==> config.mk <==
export PLATFORM = sky130hd
export DESIGN_NAME = alu_div_16bit
export DESIGN_NICKNAME = d
export VERILOG_FILES = /design/src/rtl/alu_div_16bit.sv
export SDC_FILE = /design/constraint.sdc
export NUM_CORES = 1
export LEC_CHECK = 0
export ABC_AREA = 1
export BUFFER_PORTS_ARGS = -buffer_cell sky130_fd_sc_hd__buf_2
export CORE_MARGIN = 5
export CORE_UTILIZATION = 50
export DETAILED_ROUTE_END_ITERATION = 8
export GPL_TIMING_DRIVEN = 0
export HOLD_SLACK_MARGIN = 0.12
export PLACE_DENSITY_LB_ADDON = 0.2
export SETUP_SLACK_MARGIN = 0.05
export SYNTH_ARGS = -nofsm -noshare
export SYNTH_HDL_FRONTEND = slang
export SYNTH_SLANG_ARGS = --single-unit
==> constraint.sdc <==
create_clock -name clk -period 2.99 [get_ports clk]
set_clock_uncertainty 0.05 [all_clocks]
set_input_delay 0.598 -clock clk [delete_from_list [all_inputs] [get_ports clk]]
set_output_delay 0.598 -clock clk [all_outputs]
set_load 0.02 [all_outputs]
==> src/rtl/alu_div_16bit.sv <==
// alu_div_16bit: multi-cycle restoring divider beside the ALU, one quotient bit per clock.
// Signed mode is built only when ALU_DIV_SIGNED_EN is defined; otherwise is_signed is ignored.
module alu_div_16bit #(
   parameter int WIDTH = 16
) (
   input  logic             clk,
   input  logic             rst_n,
   input  logic [WIDTH-1:0] dividend,
   input  logic [WIDTH-1:0] divisor,
   input  logic             is_signed,
   input  logic             start_valid,
   output logic             start_ready,
   output logic             busy,
   output logic             result_valid,
   input  logic             result_ready,
   output logic [WIDTH-1:0] quotient,
   output logic [WIDTH-1:0] remainder,
   output logic             zero_flag,
   output logic             negative_flag,
   output logic             parity_flag,
   output logic             overflow_flag,
   output logic             div_zero_flag
);
   localparam int CW = $clog2(WIDTH + 1);
   localparam logic [WIDTH-1:0] MOST_NEG = {1'b1, {(WIDTH-1){1'b0}}};

   typedef enum logic [1:0] {IDLE, BUSY, FIX, DONE} state_t;

   state_t state_q, state_d;
   logic             accept;
   logic             last_step;
   logic [WIDTH-1:0] acc_q, dvs_q, rem_q, dvd_q;
   logic [CW-1:0]    cnt_q;
   logic             dz_q, ov_q;
   logic [WIDTH:0]   partial, diff;
   logic [WIDTH-1:0] a_abs, b_abs;
   logic             dz_in, ov_in;
   logic [WIDTH-1:0] q_out, r_out;

   assign dz_in = (divisor == '0);

`ifdef ALU_DIV_SIGNED_EN
   logic a_neg, b_neg;
   logic q_neg_q, r_neg_q;

   assign a_neg = is_signed & dividend[WIDTH-1];
   assign b_neg = is_signed & divisor[WIDTH-1];
   assign a_abs = a_neg ? -dividend : dividend;
   assign b_abs = b_neg ? -divisor : divisor;
   assign ov_in = is_signed && (dividend == MOST_NEG) && (&divisor);

   // Remember the result signs; the iteration itself works on magnitudes.
   always_ff @(posedge clk or negedge rst_n) begin
      if (!rst_n) begin
         q_neg_q <= 1'b0;
         r_neg_q <= 1'b0;
      end else if (accept) begin
         q_neg_q <= a_neg ^ b_neg;
         r_neg_q <= a_neg;
      end
   end
`else
   logic unused_is_signed;

   assign unused_is_signed = is_signed;
   assign a_abs = dividend;
   assign b_abs = divisor;
   assign ov_in = 1'b0;
`endif

   assign partial   = {rem_q, acc_q[WIDTH-1]};
   assign diff      = partial - {1'b0, dvs_q};
   assign last_step = (cnt_q == CW'(WIDTH - 1));

   // State register.
   always_ff @(posedge clk or negedge rst_n) begin
      if (!rst_n) state_q <= IDLE;
      else        state_q <= state_d;
   end

   // Next-state and handshake decode.
   always_comb begin
      state_d      = state_q;
      accept       = 1'b0;
      start_ready  = 1'b0;
      busy         = 1'b0;
      result_valid = 1'b0;
      unique case (state_q)
         IDLE: begin
            start_ready = 1'b1;
            if (start_valid) begin
               accept  = 1'b1;
               state_d = (dz_in || ov_in) ? FIX : BUSY;
            end
         end
         BUSY: begin
            busy = 1'b1;
            if (last_step) state_d = FIX;
         end
         FIX: begin
            busy    = 1'b1;
            state_d = DONE;
         end
         DONE: begin
            result_valid = 1'b1;
            if (result_ready) state_d = IDLE;
         end
         default: state_d = IDLE;
      endcase
   end

   // Operand latch, then one restoring step per BUSY cycle.
   always_ff @(posedge clk or negedge rst_n) begin
      if (!rst_n) begin
         acc_q <= '0;
         dvs_q <= '0;
         rem_q <= '0;
         dvd_q <= '0;
         cnt_q <= '0;
         dz_q  <= 1'b0;
         ov_q  <= 1'b0;
      end else if (accept) begin
         acc_q <= a_abs;
         dvs_q <= b_abs;
         rem_q <= '0;
         dvd_q <= dividend;
         cnt_q <= '0;
         dz_q  <= dz_in;
         ov_q  <= ov_in;
      end else if (state_q == BUSY) begin
         cnt_q <= cnt_q + 1'b1;
         if (!diff[WIDTH]) begin
            rem_q <= diff[WIDTH-1:0];
            acc_q <= {acc_q[WIDTH-2:0], 1'b1};
         end else begin
            rem_q <= partial[WIDTH-1:0];
            acc_q <= {acc_q[WIDTH-2:0], 1'b0};
         end
      end
   end

   // Final result selection: sign fix, then the two special cases override.
   always_comb begin
      q_out = acc_q;
      r_out = rem_q;
`ifdef ALU_DIV_SIGNED_EN
      if (q_neg_q) q_out = -acc_q;
      if (r_neg_q) r_out = -rem_q;
`endif
      if (dz_q) begin
         q_out = '1;
         r_out = dvd_q;
      end else if (ov_q) begin
         q_out = MOST_NEG;
         r_out = '0;
      end
   end

   // Output registers, written once in FIX and held through DONE.
   always_ff @(posedge clk or negedge rst_n) begin
      if (!rst_n) begin
         quotient      <= '0;
         remainder     <= '0;
         zero_flag     <= 1'b0;
         negative_flag <= 1'b0;
         parity_flag   <= 1'b0;
         overflow_flag <= 1'b0;
         div_zero_flag <= 1'b0;
      end else if (state_q == FIX) begin
         quotient      <= q_out;
         remainder     <= r_out;
         zero_flag     <= (q_out == '0);
         negative_flag <= q_out[WIDTH-1];
         parity_flag   <= ^q_out;
         overflow_flag <= ov_q & ~dz_q;
         div_zero_flag <= dz_q;
      end
   end

endmodule

# Word-level counts from Yosys, hierarchy flattened
# Index checks and enable logic that the tools add are counted.
# Widths: inputs -> output; s select.
[word_totals] ff_bits=108 out_inout_bits=40 wordCells=49
[op_classes] add_sub_neg=2 n_eq_ne=7 muxes=20 n_reduce_logical=7
[ops] cell="$mux 16" count=7
[ops] cell="$logic_not 16->1" count=2
[ops] cell="$sub 17x16->17" count=1
[ops] cell="$reduce_xor 16->1" count=1
[ops] cell="$mux 5" count=2
[ops] cell="$mux 2" count=4
[ops] cell="$pmux 2 s4" count=1
[ops] cell="$mux 1" count=6
[ops] cell="$ne 2x2->1 const B" count=3
[ops] cell="$add 5x1->5 const B" count=1
[ops] cell="$eq 5x4->1 const B" count=1
[ops] cell="$eq 2x2->1 const B" count=2
[ops] cell="$reduce_and 3->1" count=1
[ops] cell="$eq 2x1->1 const B" count=1
[ops] cell="$logic_not 2->1" count=1
[ops] cell="$reduce_bool 2->1" count=1
[ops] cell="$reduce_or 2->1" count=1

# Logic depth before layout (Yosys ltp)
# Gate-level depths: netlist of the first run.
[depth] word_depth=4 depth_mapped=16

# Least setup slack after synthesis of the first run
# No wires, ideal clock.
[synth_path] path_kind="register to register" from="register acc_q[15]" to="register rem_q[10]" setup_ns=0.117 arrival_ns=1.897 path_slack_ns=0.926 stages_incl_launch_ff=16 path_cell_list="dfrtp_1 > inv_1 > ha_1 > inv_1 > fa_1 > nand2_1 > nand2_1 > nand3_2 > nand2_2 > nand2_2 > nand3_1 > nand2_4 > buf_6 > nand2_1 > nand3_1 > nand2_1"
[synth_via] elab_chain_len=4
[synth_rtl] element="start: declaration" line_no="32" source="logic [WIDTH-1:0] acc_q, dvs_q, rem_q, dvd_q;"
[synth_rtl] element="start signal: assignment" line_no="123" source="acc_q <= a_abs;"
[synth_rtl] element="start signal: assignment" line_no="134" source="acc_q <= {acc_q[WIDTH-2:0], 1'b1};"
[synth_rtl] element="start signal: assignment" line_no="137" source="acc_q <= {acc_q[WIDTH-2:0], 1'b0};"
[synth_rtl] element="$sub 17x16->17" line_no="72" source="assign diff = partial - {1'b0, dvs_q};"
[synth_rtl] element="$mux 16" line_no="132" source="if (!diff[WIDTH]) begin"
[synth_rtl] element="$mux 16" line_no="130" source="end else if (state_q == BUSY) begin"
[synth_rtl] element="$mux 16" line_no="122" source="end else if (accept) begin"
[synth_rtl] element="end signal: assignment" line_no="133" source="rem_q <= diff[WIDTH-1:0];"
[synth_rtl] element="end signal: assignment" line_no="136" source="rem_q <= partial[WIDTH-1:0];"
[synth_rtl] element="end: declaration" line_no="32"
# Every way passes these cells. The select of a mux whose other input is x is not followed.
# A chain may end at the register's enable or synchronous reset.

# Final worst setup path of the first run
# Same ends and word-level chain as after synthesis.

==> results of run 1 <==
## synth_stat cells, drive strengths merged, types with 7 or more instances
| library cell | number |
|---|---|
| o21ai | 72 |
| nor2 | 48 |
| nand2 | 267 |
| xnor2 | 12 |
| dfrtp | 107 |
| ha | 30 |
| inv | 122 |
| a21oi | 9 |
| nor3 | 7 |
| o221ai | 14 |
| buf | 9 |
| clkbuf | 17 |
| nand3 | 35 |
## registers in the layout (all words and copies together), names as in the netlist
register	cells
dz_q	1
remainder	16
acc_q	16
quotient	16
parity_flag	1
div_zero_flag	1
dvd_q	16
dvs_q	16
zero_flag	1
cnt_q	5
state_q	2
rem_q	16
## metrics by stage
| step | setup WS [ps] | power (uW) | hold WS, ps |
|---|---|---|---|
| 6_report | 615 | 8190 | 157 |
| 2_1_floorplan | 926 | 5880 | 252 |
| 5_1_grt | 390 | 8980 | 203 |
| 3_5_place_dp | 599 | 7060 | 418 |
| 4_1_cts | 579 | 8230 | 169 |
| 3_3_place_gp | 149 | 6900 | 413 |
## power breakdown
group / leakage [uW] / total, uW / switching, uW / internal, uW
sequential: 0.00137 / 2450 / 400 / 2050
clock: 0.000131 / 1150 / 575 / 575
combinational: 0.00224 / 4590 / 2880 / 1710
total: 0.00374 / 8190 / 3860 / 4330
## final timing paths
| path | start | endpoint | cells after the start |
|---|---|---|---|
| min in group clk | dividend[15] | dvd_q[15]$_DFFE_PN0P_ | 3 |
| hold / removal | rst_n | parity_flag$_DFFE_PN0P_ | 1 |
| max in group asynchronous | rst_n | dvs_q[3]$_DFFE_PN0P_ | 2 |
| hold reg to reg | quotient[8]$_DFFE_PN0P_ | quotient[8]$_DFFE_PN0P_ | 2 |
| setup reg to reg | acc_q[15]$_DFFE_PN0P_ | rem_q[10]$_DFFE_PN0P_ | 15 |
| setup / recovery | acc_q[15]$_DFFE_PN0P_ | rem_q[10]$_DFFE_PN0P_ | 15 |
## logic make-up after synthesis
| group | Yosys count |
|---|---|
| adders and majority gates | 31 |
| AOI/OAI and AO/OA | 102 |
| and+or+nand+nor | 368 |
| buffers and inverters | 150 |
| other | 1 |
| xor gates and xnor gates | 14 |
| DFF | 107 |
## critical path, cell delays in order (launching register included)
cell,delay [ps]
dfrtp_1,380
inv_1,130
ha_1,160
inv_1,80
fa_1,410
nand2_1,90
nand2_1,90
nand3_2,90
nand2_2,90
nand2_2,110
nand3_1,110
nand2_4,130
buf_6,150
nand2_1,70
nand3_1,90
nand2_1,50
## layout make-up
type | count | area (sq um) | area share
inverter | 124 | 465 | 0.0689
tap | 143 | 179 | 0.0265
multi-input combinational | 516 | 2630 | 0.389
buffer | 26 | 125 | 0.0185
sequential | 107 | 2680 | 0.397
clock buffer | 10 | 229 | 0.0339
clock inverter | 6 | 48.8 | 0.00723
timing repair buffer | 75 | 400 | 0.0593
## metal layers
metal | GRT usage | part of all wire | vias up | wire length (um)
li1 | - | - | 2593 | -
met1 | 0.273 | 0.44 | 2405 | 6500
met2 | 0.376 | 0.49 | 122 | 7150
met3 | 0.0339 | 0.041 | 28 | 604
met4 | 0.0872 | 0.028 | 0 | 409
met5 | 0 | 0 | - | 0
## cell usage in the layout, fill, tap and decap left out, drive strengths merged, types with 3 or more instances in the layout
cell	n
xnor2	12
dfrtp	107
nor2	48
ha	30
clkbuf	27
inv	124
and2	3
clkinv	4
nand2	267
nor3	7
o221ai	14
nand3	35
nand4	6
buf	84
o21ai	72
a21oi	9
==> impl_metrics.py, run 1 <==
metrics = {
    "logic_synthesis": {
        "synth_mux_area_frac": 0,
        "synth-compound-area-share": 0.0987,
        "synth-edff-count": 0,
        "synthAdderAreaFrac": 0.0671,
        "yosysSeqAreaShare": 0.454,
        "synth_top_family_by_area": "simple AND/OR/NAND/NOR gates",
        "synth_area_leader_cell": "dfrtp_1",
        "syn_inst": 773,
        "yosysWarnings": 0,
        "syn_area_sq_um": 5890,
        "ys_ff_latch": 107,
        "synthesis.nets": 841,
        "synth_area_per_cell_sq_um": 7.63,
        "ys_types": 36,
        "synth_xor_area_frac": 0.0208,
        "async_reset_ff_frac": 1.00,
        "synth.area.top_cells": "dfrtp_1, nand2_1, inv_1",
        "synth_simple_gate_area_frac": 0.258,
        "synth_top_area_frac": 0.454,
        "synth-main-ff-cell": "dfrtp_1",
    },
    "die": {
        "io_pins": 77,
        "start_util": 0.514,
        "die_x_um": 119,
        "rows": 39,
        "coreArea_sq_um": 11500,
        "dieArea_sq_um": 14100,
        "dieHeight_um": 119,
    },
    "global_routing": {
        "grt_antenna_before_repair": 0,
        "grt_pass1_wl_mm": 25.0,
        "overflow": 0,
        "gr-usage-all-layers": 0.218,
        "grt_max_degree": 70,
        "grt_pass1_vias": 5236,
    },
    "drt": {
        "drt-pass1-iter-count": 4,
        "vias": 5148,
        "vias_per_cell": 5.11,
        "wl_per_cell_um": 14.6,
        "drt_iter0_markers": 333,
        "ant_nets": 0,
        "drt_wl_total_mm": 14.7,
        "drc": 0,
    },
    "clock_tree": {
        "post_cts_buffers": 0,
        "cts_resized": 0,
        "cts_buffer_depth": 2,
        "cts_root_buf": "clkbuf_16",
        "insertion_delay_ps": 350,
        "htree_levels": 3,
        "cts_made_buffers": 9,
        "ctsHoldBuffers": 0,
        "clock-sinks": 107,
        "tritoncts": "done",
        "clk_transition_reported_paths_ps": 80,
    },
    "layout": {
        "fin_cells": 1007,
        "drive_above_1_share": 0.134,
        "nets": 927,
        "fin_util": 0.589,
        "finish.instance_area_sq_um": 6750,
        "area_growth_pct": 14.5,
        "antennaDiodeCount": 0,
        "n_fill_cell": 1057,
    },
    "sta": {
        "min_period_over_period": 0.794,
        "hold_violations": 0,
        "fin_crit_ps": 2380,
        "setup_tns_ps": 0,
        "setup_violations": 0,
        "rsz0062_at_grt": "no",
        "drv_slew": 0,
        "relSlewSlack": 0.617,
        "max_freq_mhz": 421,
        "worstMarginPinSlew_ps": 574,
    },
    "status": {
        "outcome": "finished clean",
    },
    "placed_design": {
        "place_area_sq_um": 6470,
        "hpwl_mm": 11.6,
        "dp_cells": 991,
        "io_buffers": 74,
        "routabilityCongestion": 0.927,
    },
    "power_and_ir_drop": {
        "peakVddDrop_mv": 0.761,
        "p_per_area_nw_per_um2": 1210,
        "p_leak_uw": 0.00374,
    },
    "critical_path": {
        "critPathKind": "reg2reg",
        "startpoint_type": "register",
        "worst_ep_required_time_ps": 3190,
        "cp.arrival_ps": 2570,
        "r2r_slack_ps": 610,
        "crit_fanout": 10,
        "cp-end-kind": "register",
    },
    "min_path": {
        "hp-class": "in2async",
    },
    "job": {
        "cap_violations": 0,
    },
}
(Power assumes the default switching activity.)
==> run 2: changes to the inputs <==
==> constraint.sdc (replaced) <==
create_clock -name clk -period 2 [get_ports clk]
set_clock_uncertainty 0.05 [all_clocks]
set_input_delay 0.4 -clock clk [delete_from_list [all_inputs] [get_ports clk]]
set_output_delay 0.4 -clock clk [all_outputs]
set_load 0.02 [all_outputs]
==> run 2 against run 1 <==
Net effect:
- the run now ends with setup timing left
- final cell count rose by 1.3%
- sequential power rose by 51%
- worst setup slack got worse by 740 ps
- utilization rose by 4.0 points
- non-clock buffer count rose by 13
- die area did not move
- clock power rose by 47%
- first-iteration DRC count fell by 9.3%
- register-to-register slack got worse by 740 ps
- global-route usage rose by 0.45 points
- critical path type unchanged
- critical endpoint is now rem_q[9]$_DFFE_PN0P_
- largest power group unchanged
==> impl_metrics.py, run 2 (synthesis results as in run 1) <==
metrics = {
    "die": {
        "coreArea_sq_um": 11500,
        "die_x_um": 119,
        "dieArea_sq_um": 14100,
        "dieHeight_um": 119,
        "rows": 39,
        "start_util": 0.514,
        "io_pins": 77,
    },
    "critical_path": {
        "crit_top_cell": "nand2_1",
        "cpLargestDelayFamily": "simple AND/OR/NAND/NOR gates",
        "crit_fanout": 6,
        "cp.arrival_ps": 2320,
        "critPathKind": "reg2reg",
        "crit-reg2reg-launch": "rem_q[12]$_DFFE_PN0P_",
        "worst-path-buf-inv": 1,
        "rr_worst_depth": 10,
        "cp-end-kind": "register",
        "worst_ep_required_time_ps": 2190,
        "path_cells": "ha_1 > nand2_1 > nor2_2 > a21oi_4 > nand3_4 > nand2_4 > buf_6 > nand2_2 > nand3_2 > nand2_1",
        "r2r_slack_ps": -130,
        "startpoint_type": "register",
        "worstReg2RegEnd": "rem_q[9]$_DFFE_PN0P_",
        "crit_slowest_cell": "dfrtp_1",
        "max_stage_delay_ps": 460,
    },
    "layout": {
        "drive_above_1_share": 0.226,
        "finish.instance_area_sq_um": 7210,
        "antennaDiodeCount": 0,
        "fin_util": 0.629,
        "area_growth_pct": 22.3,
        "nets": 940,
        "fin_cells": 1020,
        "layout_commonest_cell": "nand2_1",
        "mostFrequentLayoutCells": "nand2_1, inv_1, dfrtp_1",
    },
    "placed_design": {
        "hpwl_mm": 11.5,
        "routabilityCongestion": 0.939,
        "place_area_sq_um": 6500,
        "dp_worst_setup_slack_ps": -243,
        "dp_cells": 991,
        "io_buffers": 74,
    },
    "clock_tree": {
        "clock-sinks": 107,
        "cts_buffer_depth": 2,
        "insertion_delay_ps": 350,
        "htree_levels": 3,
        "tritoncts": "done",
        "cts_made_buffers": 9,
        "cts_root_buf": "clkbuf_16",
        "clk_transition_reported_paths_ps": 70,
    },
    "min_path": {
        "hold_depth": 3,
        "hp-class": "in2reg",
        "min_from": "divisor[2]",
        "holdPathEnd": "dvs_q[2]$_DFFE_PN0P_",
    },
    "global_routing": {
        "grt_max_degree": 56,
        "gr-usage-all-layers": 0.222,
        "grt_pass1_vias": 5384,
        "grt_antenna_before_repair": 0,
        "grt_pass1_wl_mm": 25.7,
        "overflow": 0,
    },
    "sta": {
        "drv_slew": 0,
        "hold_violations": 0,
        "worstMarginPinSlew_ps": 712,
        "setup_violations": 17,
        "max_freq_mhz": 470,
        "postLayoutSetupSlackWorst_ps": -130,
        "relSlewSlack": 0.526,
        "min_period_over_period": 1.06,
        "rsz0062_at_grt": "yes",
        "fin_crit_ps": 2130,
    },
    "drt": {
        "drc": 0,
        "vias": 5235,
        "drt_wl_total_mm": 15.1,
        "drt_iter0_markers": 302,
        "vias_per_cell": 5.13,
        "drt-pass1-iter-count": 4,
        "ant_nets": 0,
        "wl_per_cell_um": 14.8,
    },
    "power_and_ir_drop": {
        "peakVddDrop_mv": 1.15,
        "p_leak_uw": 0.00389,
        "p_per_area_nw_per_um2": 1880,
    },
    "status": {
        "violations": "setup timing",
        "outcome": "finished, violations left",
    },
    "job": {
        "cap_violations": 0,
    },
}
[run 2: what timing repair did]
item | CTS | global route
hold buffers | 1 | 0
hold endpoints to repair | 54 | 0
pin swaps | 10 | 6
setup endpoints to repair | 76 | 38
gates cloned | 2 | 0
gates resized for setup | 54 | 41
buffers inserted | 9 | 2
[run 2: cell type report]
cell class | instances | area (sq um)
flip-flops and latches | 107 | 2680
multi-input cells | 516 | 2940
inverters | 124 | 472
clock inverters | 4 | 33.8
fillers | 991 | 4260
plain buffers | 25 | 134
repair buffers | 89 | 523
clock buffers | 12 | 246
well taps | 143 | 179
[run 2: how the worst max path moves through the flow]
stage | startpoint | to | slack (ps) | cells past startpoint
after floorplan | acc_q[15]$_DFFE_PN0P_ | rem_q[12]$_DFFE_PN0P_ | 20 | 16
after global placement | rst_n | dvs_q[12]$_DFFE_PN0P_ | -630 | 1
after detailed placement | acc_q[15]$_DFFE_PN0P_ | rem_q[9]$_DFFE_PN0P_ | -240 | 15
after CTS | acc_q[15]$_DFFE_PN0P_ | rem_q[9]$_DFFE_PN0P_ | -100 | 15
after global routing | acc_q[15]$_DFFE_PN0P_ | rem_q[6]$_DFFE_PN0P_ | -230 | 15
final | rem_q[12]$_DFFE_PN0P_ | rem_q[9]$_DFFE_PN0P_ | -130 | 10
[run 2: power by group]
| group | switching (uW) | internal, uW |
|---|---|---|
| clock | 800 | 889 |
| sequential | 641 | 3070 |
| combinational | 4950 | 3230 |
| total | 6390 | 7190 |
[run 2: per-stage QoR]
step | TNS, ps | hold slack (ps) | power (uW)
after detailed placement | -5840 | 417 | 10600
after global routing | -3540 | 243 | 14800
after floorplan | 0 | 54.4 | 8830
final | -1720 | 230 | 13600
after global placement | -70480 | 413 | 10400
after CTS | -1230 | 221 | 13200
[run 2: metal layers]
metal | global-route usage | routed length [um] | up-vias
li1 | - | - | 2629
met1 | 0.276 | 6300 | 2467
met2 | 0.392 | 7740 | 117
met3 | 0.0492 | 795 | 22
met4 | 0.0560 | 229 | 0
met5 | 0 | 0 | -
[run 2: worst min-delay path, cell delays in order]
cell,delay [ps]
buf_2,90
nand2_1,50
o21ai_0,60
==> run 3: changes to the inputs <==
==> constraint.sdc (replaced) <==
create_clock -name clk -period 2.4 [get_ports clk]
set_clock_uncertainty 0.05 [all_clocks]
set_input_delay 0.48 -clock clk [delete_from_list [all_inputs] [get_ports clk]]
set_output_delay 0.48 -clock clk [all_outputs]
set_load 0.02 [all_outputs]
==> run 3 against run 2 <==
Net effect:
- the flow now finishes without violations
- sequential share of layout area is 1.9 points higher
- combinational power fell by 28%
- via count decreased by 1.1%
- worst hold slack gained 74 ps
- critical path type unchanged
==> impl_metrics.py, run 3 (synthesis results as in run 1) <==
metrics = {
    "critical_path": {
        "worst_ep_required_time_ps": 2600,
        "startpoint_type": "register",
        "cpLargestDelayFamily": "simple AND/OR/NAND/NOR gates",
        "crit_fanout": 10,
        "worstReg2RegEnd": "rem_q[10]$_DFFE_PN0P_",
        "cp.arrival_ps": 2430,
        "critPathKind": "reg2reg",
        "r2r_slack_ps": 170,
        "worst-path-buf-inv": 3,
        "cp-end-kind": "register",
        "max_stage_delay_ps": 390,
        "rr_worst_depth": 15,
        "crit_slowest_cell": "dfrtp_1",
        "crit-reg2reg-launch": "acc_q[15]$_DFFE_PN0P_",
        "path_cells": "inv_2 > ha_2 > inv_2 > fa_2 > nand2_1 > nand2_2 > nand3_2 > nand2_4 > nand2_4 > nand3_2 > nand2_4 > buf_6 > nand2_1 > nand3_1 > nand2_1",
    },
    "drt": {
        "ant_nets": 0,
        "vias_per_cell": 5.10,
        "vias": 5175,
        "wl_met2_mm": 7.17,
        "met3_length_um": 689,
        "top_layer": "met4",
        "wl_per_cell_um": 14.5,
        "drc": 0,
        "drt-pass1-iter-count": 5,
        "drt_iter0_markers": 308,
        "drt_wl_total_mm": 14.7,
        "drt-met1-wl_mm": 6.46,
    },
    "clock_tree": {
        "cts_buffer_depth": 2,
        "htree_levels": 3,
        "insertion_delay_ps": 350,
        "cts_root_buf": "clkbuf_16",
        "tritoncts": "done",
        "cts_made_buffers": 9,
        "clk_transition_reported_paths_ps": 80,
        "clock-sinks": 107,
    },
    "die": {
        "io_pins": 77,
        "dieArea_sq_um": 14100,
        "dieHeight_um": 119,
        "coreArea_sq_um": 11500,
        "die_x_um": 119,
        "start_util": 0.514,
        "rows": 39,
    },
    "global_routing": {
        "grt_max_degree": 70,
        "overflow": 0,
        "grt_antenna_before_repair": 0,
        "grt_pass1_vias": 5239,
        "grt_pass1_wl_mm": 25.0,
        "gr-usage-all-layers": 0.218,
    },
    "status": {
        "outcome": "finished clean",
    },
    "sta": {
        "setup_violations": 0,
        "max_freq_mhz": 448,
        "rsz0062_at_grt": "no",
        "postLayoutSetupSlackWorst_ps": 169,
        "fin_crit_ps": 2230,
        "min_period_over_period": 0.929,
        "worstMarginPinSlew_ps": 577,
        "hold_violations": 0,
        "drv_slew": 0,
        "relSlewSlack": 0.615,
    },
    "power_and_ir_drop": {
        "p_clk_frac": 0.138,
        "p_sw_frac": 0.470,
        "p_sw_uw": 4900,
        "p_seq_frac": 0.294,
        "power_frac_comb": 0.568,
        "p_leak_uw": 0.00379,
        "peakVddDrop_mv": 0.947,
        "p_per_area_nw_per_um2": 1520,
        "p_int_uw": 5520,
    },
    "job": {
        "cap_violations": 0,
    },
    "min_path": {
        "holdPathEnd": "dvd_q[15]$_DFFE_PN0P_",
        "hp-class": "in2reg",
        "min_from": "dividend[15]",
        "hold_depth": 3,
    },
    "layout": {
        "antennaDiodeCount": 0,
        "area_growth_pct": 16.3,
        "mostFrequentLayoutCells": "nand2_1, inv_1, dfrtp_1",
        "nets": 934,
        "layout_commonest_cell": "nand2_1",
        "drive_above_1_share": 0.147,
        "fin_util": 0.598,
    },
    "placed_design": {
        "dp_worst_setup_slack_ps": 9.01,
        "routabilityCongestion": 0.927,
        "io_buffers": 74,
        "hpwl_mm": 11.6,
    },
}
-- run 3: cell types whose count changed in the layout (fill, tap and decap cells not counted), moves of 5 or more --
| cell | change |
|---|---|
| nand2_1 | +24 |
| nand2_2 | -18 |
| nand3_1 | +13 |
| nand3_2 | -12 |
| nor2_1 | +12 |
| nor2_2 | -12 |
| ha_1 | +7 |
| buf_4 | -6 |
| nand2_4 | -6 |
| ha_4 | -5 |
-- run 3: timing repair --
| item | CTS | global route |
|---|---|---|
| setup endpoints to repair | 13 | 14 |
| pin swaps | 1 | 6 |
| hold buffers | 1 | 0 |
| hold endpoints to repair | 38 | 0 |
| buffers inserted | 0 | 6 |
| gates resized for setup | 2 | 10 |
-- run 3: per-layer routing --
layer / up-vias / GRT usage
li1: 2612 / -
met4: 0 / 0.0872
met2: 131 / 0.376
met3: 28 / 0.0339
met5: - / 0
met1: 2404 / 0.273
-- run 3: per-stage QoR --
stage | hold WS (ps) | TNS, ps | cell area (sq um) | cells | power (uW)
after global placement | 413 | -33800 | 6440 | 990 | 8600
after global routing | 302 | 0 | 6850 | 1014 | 11400
final | 304 | 0 | 6850 | 1014 | 10400
after detailed placement | 418 | 0 | 6470 | 991 | 8800
after CTS | 293 | 0 | 6760 | 1008 | 10300
after floorplan | 134 | 0 | 5890 | 773 | 7320
-- run 3: worst max path at each step --
stage / from / slack [ps] / endpoint / cells after the start
after detailed placement: acc_q[15]$_DFFE_PN0P_ / 9 / rem_q[9]$_DFFE_PN0P_ / 15
final: acc_q[15]$_DFFE_PN0P_ / 170 / rem_q[10]$_DFFE_PN0P_ / 15
after floorplan: acc_q[15]$_DFFE_PN0P_ / 340 / rem_q[10]$_DFFE_PN0P_ / 15
after global routing: acc_q[15]$_DFFE_PN0P_ / 20 / rem_q[7]$_DFFE_PN0P_ / 15
after global placement: rst_n / -320 / dvs_q[12]$_DFFE_PN0P_ / 1
after CTS: acc_q[15]$_DFFE_PN0P_ / 100 / rem_q[10]$_DFFE_PN0P_ / 15
-- run 3: layout make-up --
class,instances,area [sq um]
inverters,124,465
multi-input cells,516,2670
clock inverters,6,48.8
flip-flops and latches,107,2680
fillers,1041,4610
repair buffers,82,455
well taps,143,179
clock buffers,10,229
plain buffers,26,125
-- run 3: power groups by stage --
stage          Combinational [uW]  Sequential (uW)  Clock [uW]
4_1_cts                      5770             3050        1450
3_5_place_dp                 5730             3080           0
2_1_floorplan                4110             3210           0
3_3_place_gp                 5550             3050           0
6_report                     5910             3060        1440
5_1_grt                      6730             3160        1520
-- run 3: worst reg2reg max path, delay by kind of cell (launching register included) --
family	cells	cell delay (ps)
AND/OR/NAND/NOR	10	860
adder cells (fa/ha/maj)	2	550
flip-flops	1	390
buffers and inverters	3	280
